File: config.mk
export PLATFORM = sky130hd
export DESIGN_NAME = alu_sequencer
export DESIGN_NICKNAME = d
export VERILOG_FILES = /design/src/rtl/alu_sequencer.sv
export SDC_FILE = /design/constraint.sdc
export NUM_CORES = 1
export LEC_CHECK = 0
export ABC_AREA = 1
export BUFFER_PORTS_ARGS = -buffer_cell sky130_fd_sc_hd__buf_4
export CAP_MARGIN = 0
export CORE_MARGIN = 4
export CORE_UTILIZATION = 35
export DETAILED_ROUTE_END_ITERATION = 10
export HOLD_SLACK_MARGIN = 0.15
export SETUP_SLACK_MARGIN = 0.4
export SLEW_MARGIN = 5
export SYNTH_ARGS = -nofsm -noshare
export SYNTH_HDL_FRONTEND = slang
export SYNTH_SLANG_ARGS = --single-unit
File: constraint.sdc
create_clock -name clk -period 2.03 [get_ports clk]
set_input_delay 0.3045 -clock clk [delete_from_list [all_inputs] [get_ports clk]]
set_output_delay 0.3045 -clock clk [all_outputs]
set_load 0.02 [all_outputs]
File: src/rtl/alu_sequencer.sv
// Initiator side of the 32-bit ALU: decodes one instruction, drives the ALU for
// one cycle, then returns the captured result, trap and branch status.
module alu_sequencer #(
  parameter int WIDTH = 32
) (
  input  logic             clk,
  input  logic             rst,
  input  logic             req_valid,
  output logic             req_ready,
  input  logic [5:0]       opcode,
  input  logic [5:0]       funct,
  input  logic [WIDTH-1:0] rs_val,
  input  logic [WIDTH-1:0] rt_val,
  input  logic [15:0]      imm16,
  output logic [WIDTH-1:0] alu_a,
  output logic [WIDTH-1:0] alu_b,
  output logic [2:0]       alu_oper,
  input  logic [WIDTH-1:0] alu_result,
  input  logic             alu_zero,
  input  logic             alu_carryout,
  input  logic             alu_overflow,
  output logic             resp_valid,
  input  logic             resp_ready,
  output logic [WIDTH-1:0] result,
  output logic             zero,
  output logic             carry,
  output logic             ovf_trap,
  output logic             branch_taken,
  output logic             illegal
);
  typedef enum logic [1:0] {IDLE, EXEC, RESP} state_t;

  state_t           r_state;
  logic             r_req_ready, r_resp_valid;
  logic [WIDTH-1:0] r_alu_a, r_alu_b, r_result;
  logic [2:0]       r_alu_oper;
  logic             r_zero, r_carry, r_ovf, r_branch, r_illegal;
  logic             r_ovf_en, r_beq, r_bne;

  logic [2:0]       w_oper;
  logic             w_use_imm, w_sext, w_illegal, w_ovf_en, w_beq, w_bne;
  logic [WIDTH-1:0] w_b;

  always_comb begin
    w_oper    = 3'b000;
    w_use_imm = 1'b0;
    w_sext    = 1'b0;
    w_illegal = 1'b0;
    w_ovf_en  = 1'b0;
    w_beq     = 1'b0;
    w_bne     = 1'b0;
    case (opcode)
      6'b000000: begin
        case (funct)
          6'b100100: w_oper = 3'b000;
          6'b100101: w_oper = 3'b001;
          6'b100000: begin w_oper = 3'b010; w_ovf_en = 1'b1; end
          6'b100001: w_oper = 3'b010;
          6'b100010: begin w_oper = 3'b110; w_ovf_en = 1'b1; end
          6'b100011: w_oper = 3'b110;
          6'b101010: w_oper = 3'b111;
          default:   w_illegal = 1'b1;
        endcase
      end
      6'b001000: begin w_oper = 3'b010; w_use_imm = 1'b1; w_sext = 1'b1; w_ovf_en = 1'b1; end
      6'b001001, 6'b100011, 6'b101011: begin
        w_oper = 3'b010; w_use_imm = 1'b1; w_sext = 1'b1;
      end
      6'b001010: begin w_oper = 3'b111; w_use_imm = 1'b1; w_sext = 1'b1; end
      6'b001100: begin w_oper = 3'b000; w_use_imm = 1'b1; end
      6'b001101: begin w_oper = 3'b001; w_use_imm = 1'b1; end
      6'b000100: begin w_oper = 3'b110; w_beq = 1'b1; end
      6'b000101: begin w_oper = 3'b110; w_bne = 1'b1; end
      default:   w_illegal = 1'b1;
    endcase
  end

  assign w_b = !w_use_imm ? rt_val :
               w_sext     ? {{(WIDTH-16){imm16[15]}}, imm16} :
                            {{(WIDTH-16){1'b0}}, imm16};

  always_ff @(posedge clk) begin
    if (rst) begin
      r_state      <= IDLE;
      r_req_ready  <= 1'b0;
      r_resp_valid <= 1'b0;
      r_alu_a      <= '0;
      r_alu_b      <= '0;
      r_alu_oper   <= '0;
      r_result     <= '0;
      r_zero       <= 1'b0;
      r_carry      <= 1'b0;
      r_ovf        <= 1'b0;
      r_branch     <= 1'b0;
      r_illegal    <= 1'b0;
      r_ovf_en     <= 1'b0;
      r_beq        <= 1'b0;
      r_bne        <= 1'b0;
    end else begin
      case (r_state)
        IDLE: begin
          r_req_ready <= 1'b1;
          if (req_valid && r_req_ready) begin
            r_req_ready <= 1'b0;
            if (w_illegal) begin
              // ALU operands are left untouched; respond straight away
              r_illegal    <= 1'b1;
              r_result     <= '0;
              r_zero       <= 1'b0;
              r_carry      <= 1'b0;
              r_ovf        <= 1'b0;
              r_branch     <= 1'b0;
              r_resp_valid <= 1'b1;
              r_state      <= RESP;
            end else begin
              r_alu_a    <= rs_val;
              r_alu_b    <= w_b;
              r_alu_oper <= w_oper;
              r_ovf_en   <= w_ovf_en;
              r_beq      <= w_beq;
              r_bne      <= w_bne;
              r_illegal  <= 1'b0;
              r_state    <= EXEC;
            end
          end
        end
        EXEC: begin
          r_result     <= alu_result;
          r_zero       <= alu_zero;
          r_carry      <= alu_carryout & (r_alu_oper[1:0] == 2'b10);
          r_ovf        <= alu_overflow & r_ovf_en;
          r_branch     <= (r_beq & alu_zero) | (r_bne & ~alu_zero);
          r_resp_valid <= 1'b1;
          r_state      <= RESP;
        end
        RESP: begin
          if (resp_ready) begin
            r_resp_valid <= 1'b0;
            r_req_ready  <= 1'b1;
            r_state      <= IDLE;
          end
        end
        default: r_state <= IDLE;
      endcase
    end
  end

  assign req_ready    = r_req_ready;
  assign resp_valid   = r_resp_valid;
  assign alu_a        = r_alu_a;
  assign alu_b        = r_alu_b;
  assign alu_oper     = r_alu_oper;
  assign result       = r_result;
  assign zero         = r_zero;
  assign carry        = r_carry;
  assign ovf_trap     = r_ovf;
  assign branch_taken = r_branch;
  assign illegal      = r_illegal;
endmodule

==> results.yml <==
yosys:
  synth_top_cell_area_share_pct: 40.1
  synth-adder-area-share_pct: 0.678
  netlist-cell-type-count: 26
  synth-edff-count: 0
  synthXorXnorAreaFrac_pct: 0
  synth_warnings: 0
  yosys_register_bits: 111
  synth_area_leader_cell: "dfxtp_1"
  syn_avg_cell_area_sq_um: 6.31
  synth_fp_nets: 1012
  synthCells: 878
  synth.cell_area_sq_um: 5540
  synth-main-ff-cell: "dfxtp_1"
  muxShareOfSynthArea_pct: 0
  async_flop_share_pct: 0
  synth-simple-area-share_pct: 43.4
  ys_top_cells_by_area: "dfxtp_1 (40%), nand2_1 (19%), nor2_1 (14%)"
  synth_top_family_by_area: "simple AND/OR/NAND/NOR gates"
  synth-compound-area-share_pct: 5.24
  ys_seq_area_share_pct: 40.1
floorplanning:
  coreArea_sq_um: 15400
  die_area_sq_um: 17900
  die_h_microns: 134
  initial_core_util_pct: 36.0
  std_cell_rows: 45
  ios: 237
  die_x_microns: 134
place:
  gp_congestion: 0.820
  portBuffers: 236
  dpl.hpwl_microns: 11600
  dpl.cell_count: 1291
timing:
  slew_headroom_pct: 63.3
  fmax_ghz: 0.654
  tns_ps: 0
  drv_slew: 0
  fin_crit_ps: 1530
  hold_viol_final: 0
  rsz0062_at_grt: "true"
  fin_crit_sh_pct: 75.3
  setup_viol: 0
  fin_skew_ps: 10.6
  tightest_slew_ps: 548
cells_and_area:
  final_nets: 1232
  fillers: 1600
  syn2layout_area_growth_pct: 43.8
  final_cell_count_no_fill: 1313
  n_antenna_cell: 0
  register_area_sq_um: 2220
  layout_commonest_cell: "nand2_1"
  final_cell_mix: "nand2_1 (284), buf_4 (245), nor2_1 (201)"
  drive_gt1_share_pct: 26.2
  multi_input_area_sq_um: 2760
cts:
  cts_tree: "done"
  h-tree-depth: 3
  cts-root-buf: "clkbuf_16"
  clkSlewWorstSetupHoldPaths_ps: 80
  cts_made_buffers: 9
  cts_sinks: 111
  clock_latency_ps: 350
  cts_max_path_buffers: 2
route:
  drtAntennaViolNets: 0
  vias: 5725
  routedWlPerCell_microns: 12.7
  viasPerCell: 4.36
  route.detailed.drc: 0
  drt_wl_total_microns: 16700
  drt_iter0_markers: 293
  firstDrtPassIters: 4
hold_path:
  min_path_type: "in -> reg"
critical_path:
  critPathLaunchType: "input port"
  rrSetupSlack_ps: 510
  cp-end-kind: "flop"
  crit_path_frequent_cell: "buf_4"
  worstPathMaxFanout: 23
  path_buf_inv: 5
  path_delay_family: "buffers and inverters"
  cp.required_ps: 2270
  cpPeakStageDelay_ps: 550
  cp_data_arrival_time_ps: 1770
  cp_cell_sequence: "dlygate4sd3_1, buf_4, clkinv_2, buf_4, o211ai_1, inv_1"
  crit_type: "in -> reg"
  cp_slowest_cell: "dlygate4sd3_1"
pwr:
  fin_total_pwr_mw: 6.69
  leakage_nw: 4.46
  vdd_ir_drop_max_uv: 467
  powerDensity_nw_per_um2: 840
run:
  maxCapViolCount: 0
global_route:
  grt-ovfl-total: 0
  grt_usage_pct: 17.4
  antenna_found_initial: 0
  grt_pass1_wl_microns: 25600
  grt_max_degree: 78
  grt_pass1_vias: 5170
outcome:
  outcome: "finished clean"
[area by class of cell]
cell class,count,share of cell area (%)
clock buffers,9,2.83
clock inverters,6,0.770
inverters,95,4.49
multi-input cells,623,34.6
flip-flops and latches,111,27.9
well taps,211,3.32
repair buffers,258,26.1
[per-layer routing]
metal	up-vias	track usage, %	share of wire [%]
li1	3083	-	-
met1	2468	22.7	46
met2	160	26.8	45
met3	14	6.30	8.5
met4	0	5.60	1.4
met5	-	0	0
[report_power, final]
group          switching [mW]  leakage, nW  internal [mW]
Combinational            1.28         3.42           1.01
Sequential              0.148        0.901           2.47
Clock                   0.817        0.141          0.950
[worst reg2reg max path: stages, from the launching register on]
cell	delay, ps
dfxtp_1	330
inv_1	80
ha_1	160
buf_4	150
nand4_4	130
buf_12	170
clkbuf_16	210
nor2_1	140
nor2_1	70
[Yosys cell counts, types with 3 or more instances]
cell type,n
nand2_1,286
buf_4,3
a21oi_1,6
inv_2,3
buf_2,19
ha_1,3
inv_1,92
nand4_1,3
clkbuf_1,26
dfxtp_1,111
nand3_1,46
nor2_1,203
o21ai_0,10
a21boi_0,25
nand3b_1,27
[sequential cells by signal (all words and copies together), names as in the netlist, 2 cells and up]
signal / flops
alu_a: 32
alu_b: 32
alu_oper: 3
r_state: 2
result: 32
[stage by stage]
step,area (sq um),setup slack [ps],util [%],hold WS [ps]
floorplan,5540,468,-,374
finish,7960,502,51.8,170
global route,7960,376,51.8,160
detailed placement,7510,112,48.9,473
CTS,7810,430,50.8,155
global placement,7510,99.8,48.9,468
[logic make-up (layout without fill, tap and decap cells)]
| logic type | Yosys count | count (layout) |
|---|---|---|
| compound gates | 44 | 44 |
| simple gates | 576 | 576 |
| buf+inv | 144 | 368 |
| fa+ha+maj | 3 | 3 |
| flops | 111 | 111 |
[worst paths after layout]
check,start,end,cells past startpoint
setup / recovery,rst,illegal,6
setup reg to reg,r_state[1],alu_a[13],8
hold reg to reg,result[4],result[4],2
hold / removal,rs_val[10],alu_a[10],3
[repair_timing]
| action | CTS | global route |
|---|---|---|
| resized for setup | 2 | 18 |
| pin swaps | 0 | 2 |
| cloned | 0 | 3 |
| hold buffers | 1 | 0 |
| setup endpoints to repair | 24 | 79 |
| setup buffers | 0 | 3 |
| hold endpoints to repair | 2 | 0 |
Note: power is estimated with default switching activity, not from simulation.
